### config.mk
export PLATFORM = sky130hd
export DESIGN_NAME = instr_pair_buffer
export DESIGN_NICKNAME = d
export VERILOG_FILES = /design/src/rtl/instr_pair_buffer.sv
export SDC_FILE = /design/constraint.sdc
export NUM_CORES = 1
export LEC_CHECK = 0
export ABC_CLOCK_PERIOD_IN_PS = 8800
export BUFFER_PORTS_ARGS = -buffer_cell sky130_fd_sc_hd__buf_2
export CORE_ASPECT_RATIO = 1.1
export CORE_MARGIN = 2
export CORE_UTILIZATION = 46
export DETAILED_ROUTE_END_ITERATION = 10
export PLACE_DENSITY_LB_ADDON = 0.05
export SKIP_LAST_GASP = 1
export SYNTH_ARGS = -nofsm -noshare
export SYNTH_HDL_FRONTEND = slang
export SYNTH_SLANG_ARGS = --single-unit
export TNS_END_PERCENT = 50
### constraint.sdc
create_clock -name clock -period 8.8 [get_ports clock]
set_clock_uncertainty 0.1 [all_clocks]
set_input_delay 0.88 -clock clock [delete_from_list [all_inputs] [get_ports clock]]
set_output_delay 0.88 -clock clock [all_outputs]
set_load 0.005 [all_outputs]
### src/rtl/instr_pair_buffer.sv
// Decoupling queue between instruction fetch and dual-issue decode: holds aligned
// even/odd instruction pairs with their PC and presents the head first-word fall-through.
module instr_pair_buffer #(
  parameter int DEPTH   = 4,
  parameter int INSTR_W = 32,
  parameter int PC_W    = 8
) (
  input  logic                       clock,
  input  logic                       reset,
  input  logic                       fetch_valid,
  input  logic [PC_W-1:0]            fetch_pc,
  input  logic [INSTR_W-1:0]         fetch_instr_even,
  input  logic [INSTR_W-1:0]         fetch_instr_odd,
  output logic                       fetch_ready,
  input  logic                       flush,
  input  logic                       decode_ready,
  output logic                       decode_valid,
  output logic [PC_W-1:0]            decode_pc,
  output logic                       decode_even_valid,
  output logic [INSTR_W-1:0]         decode_instr_even,
  output logic [INSTR_W-1:0]         decode_instr_odd,
  output logic [$clog2(DEPTH+1)-1:0] count
);

  localparam int PTR_W = $clog2(DEPTH);
  localparam int CNT_W = $clog2(DEPTH+1);

  logic [PC_W-1:0]    pc_mem   [DEPTH];
  logic [INSTR_W-1:0] even_mem [DEPTH];
  logic [INSTR_W-1:0] odd_mem  [DEPTH];
  logic               ev_mem   [DEPTH];

  logic [PTR_W-1:0] wr_ptr;
  logic [PTR_W-1:0] rd_ptr;
  logic             push;
  logic             pop;

  // Ready depends only on occupancy, so a full queue refuses a push even when popping.
  assign fetch_ready  = (count != CNT_W'(DEPTH));
  assign decode_valid = (count != '0);
  assign push         = fetch_valid & fetch_ready;
  assign pop          = decode_valid & decode_ready;

  // Storage is never cleared; everything visible is gated by occupancy.
  always_ff @(posedge clock) begin
    if (push && !flush) begin
      pc_mem[wr_ptr]   <= fetch_pc;
      even_mem[wr_ptr] <= fetch_instr_even;
      odd_mem[wr_ptr]  <= fetch_instr_odd;
      ev_mem[wr_ptr]   <= ~fetch_pc[0];
    end
  end

  always_ff @(posedge clock) begin
    if (reset) begin
      wr_ptr <= '0;
      rd_ptr <= '0;
      count  <= '0;
    end else if (flush) begin
      wr_ptr <= '0;
      rd_ptr <= '0;
      count  <= '0;
    end else begin
      if (push) wr_ptr <= wr_ptr + PTR_W'(1);
      if (pop)  rd_ptr <= rd_ptr + PTR_W'(1);
      case ({push, pop})
        2'b10:   count <= count + CNT_W'(1);
        2'b01:   count <= count - CNT_W'(1);
        default: count <= count;
      endcase
    end
  end

  assign decode_pc         = decode_valid ? pc_mem[rd_ptr]   : '0;
  assign decode_instr_even = decode_valid ? even_mem[rd_ptr] : '0;
  assign decode_instr_odd  = decode_valid ? odd_mem[rd_ptr]  : '0;
  assign decode_even_valid = decode_valid & ev_mem[rd_ptr];

endmodule

==> results.md <==
* Leak at ~4.7 nW
* Pwr Density at ~220 mW/mm^2
* CTS tree: yes
* H-tree depth at 1
* GRT Total Usage at 0.172
* Synth unique cells at 23
* Final hold violations at 0
* Vias per Instance at 5.28
* Hpwl dp at between 10000 and 15000 um
* Port-buffer cells at between 150 and 200
* Global-route wire length before repair at 34300 um
* DR pass1 iterations at 4
* Count of pins over their slew limit at 0
* Syn Nets at 600
* Vias at 5411
* Hold WC Path Type: reg2reg
* Number of buffers created by CTS at 30
* Startpoint types: flop
* #FFs+latches synth at between 300 and 400
* Effective utilization at floorplan at 0.470
* Cells along the critical path: buf_4 > mux4_1 > and2_1 > buf_2
* Worst-path clk slew at approximately 0.060 ns
* Crit Path Class: reg2out
* DRT antenna net count at 0
* WP buf/inv at 2
* Routed length per instance at 21.6 um
* Outcome: completed
* Initial antenna violation count at 1
* Worst Tran Pin Value at roughly 0.89 ns
* Ports at 155
* Largest cells by area after synthesis: edfxtp_1 (76%), mux4_2 (14%), and2_1 (3.9%), dfxtp_1 (1.6%), buf_12 (1.2%)
* Grt ovf at 0
* CP Data Arrival Time at 3.14 ns
* Async SR Flop Fraction at 0
* Cts repair resizes at 0
* Yosys warnings at 0
* DRC at 0
* Final wirelength at between 20000 and 25000 um
* Mapped cell area at ~0.012 sq mm
* Average size of a mapped cell at ~22 sq um
* List of most frequent post-synthesis cells: edfxtp_1 (292), and2_1 (73), mux4_2 (72), clkbuf_1 (10)
* DIE HEIGHT at between 150 and 200 um
* Post-synth EDFFs at between 200 and 300
* Reg2Reg Setup Slack at between 6 and 7 ns
* Top FF cell, synth: edfxtp_1
* Cts hold-fix bufs at 0
* Crit path largest cell delay at between 0.9 and 1 ns
* Largest area contributor in the synthesized netlist: edfxtp_1
* Peak Freq at 243 MHz
* Clk sinks at 301
* Mapped Cells at about 520
* Final min period at 4.12 ns
* Core area at about 0.025 sq mm
* Die area at roughly 0.026 sq mm
* Sequential area share after synthesis at 0.773
* Final Cycle Share at 0.468
* Net count, final at ~770
* Clock Latency Late Sink at between 0.5 and 0.6 ns
* Post-CTS Setup Bufs at 0
* Most frequent cell after synthesis: edfxtp_1
* Vias in the first global route at roughly 6.0k
* Slew headroom at 0.408
* DR iter-0 viols at 262
* Crit-path max FO at 41
* GP Congestion at 0.708
* Synth top area share at 0.758
* Largest net degree at the start of global routing at between 40 and 50
* Worst path top cell family by delay: flip-flops
* CTS root buffer: clkbuf_16
* Setup TNS at 0 ns
* Hold slack at ~0.43 ns
* Worst path required time at approximately 7.8 ns
* Fill cell count at about 2k
* Unrepaired setup endpoints after global routing: no
* Layout cell share with drive strength beyond 1 at 0.408
* Die Span X at around 160 um
* Critical Path End Type: output port
* Slowest CP cell: dfxtp_4
* Bufs on Longest Clock Path at 3
* Row count at 60
* P&R area growth vs syn at 17.8%
* Max-Cap Viols at 0
* Setup violators final at 0
* Peak VDD IR at between 100 and 150 uV
==> report_power, final <==
part | internal, mW | switching (mW)
Clock | 0.759 | 0.507
Combinational | 0.0631 | 0.0711
Sequential | 1.60 | 0.00882
==> area by class of cell <==
cell class,count,area [sq um],share of cell area
Clock buffer,43,891,0.0654
Antenna cell,1,2.50,0.000184
Multi-Input combinational cell,182,2390,0.175
Timing Repair Buffer,165,853,0.0626
Clock inverter,13,120,0.00881
Inverter,9,33.8,0.00248
Sequential cell,301,8960,0.657
Tap cell,310,388,0.0285
==> layer usage <==
layer  part of all wire  track usage  vias to the layer above
li1                   -            -                     2439
met1               0.41        0.221                     2825
met2               0.52        0.302                      123
met3              0.054       0.0382                       24
met4              0.012       0.0347                        0
met5                  0            0                        -
==> cells in the final DEF (no fill, tap or decap) <==
master,count
edfxtp_1,292
buf_2,154
and2_1,73
mux4_2,72
clkbuf_16,31
buf_4,11
inv_1,9
clkbuf_8,7
dfxtp_1,7
nor2_1,6
ha_1,5
clkbuf_1,5
clkinv_2,5
clkinv_1,5
nor3b_2,4
xor2_1,4
a21oi_1,4
o21ai_0,3
nand3_1,2
dfxtp_4,2
bufinv_16,2
diode_2,1
o31ai_1,1
or3_2,1
nor3b_1,1
nand2_1,1
mux4_1,1
or2_2,1
o311ai_0,1
or3_1,1
fa_1,1
clkinv_8,1
==> per-stage QoR <==
| step | power, mW | area, sq um | utilization | worst slack, ns | instances |
|---|---|---|---|---|---|
| 2_1_floorplan | 1.71 | 11600 | - | 1.74 | 517 |
| 3_3_place_gp | 1.77 | 12600 | 0.512 | 5.12 | 967 |
| 4_1_cts | 3.04 | 13600 | 0.554 | 4.55 | 1023 |
| 3_5_place_dp | 1.77 | 12600 | 0.512 | 5.14 | 967 |
| 5_1_grt | 3.12 | 13600 | 0.554 | 4.36 | 1023 |
| 6_report | 3.01 | 13600 | 0.554 | 4.68 | 1024 |
==> logic make-up (layout without fill, tap and decap cells) <==
group / count (synthesis) / in the layout / synth area share
flops: 301 / 301 / 0.773
simple gates: 90 / 90 / 0.0475
mux: 73 / 73 / 0.142
buf+inv: 34 / 230 / 0.0223
compound gates: 9 / 9 / 0.00443
fa+ha+maj: 6 / 6 / 0.00714
xor+xnor: 4 / 4 / 0.00303
other cells: 0 / 1 / 0
==> sequential cells by signal, summed over array words and instances, names as in the netlist, named ones only <==
name and count:
ev_mem 4, even_mem 128, odd_mem 128, pc_mem 32
rd_ptr 2, count 3, wr_ptr 2
==> worst paths after layout <==
check	to	startpoint	depth (start not counted)
max	decode_instr_even[31]	flop	4
min	wr_ptr[1]	wr_ptr[1]	2
max reg2reg	even_mem[1][31]	count[0]	6
min reg2reg	wr_ptr[1]	wr_ptr[1]	2
==> worst min-delay path: stages (launching register included) <==
cell,delay (ns)
dfxtp_1,0.33
o21ai_0,0.08
a21oi_1,0.06
(Power assumes the default switching activity.)
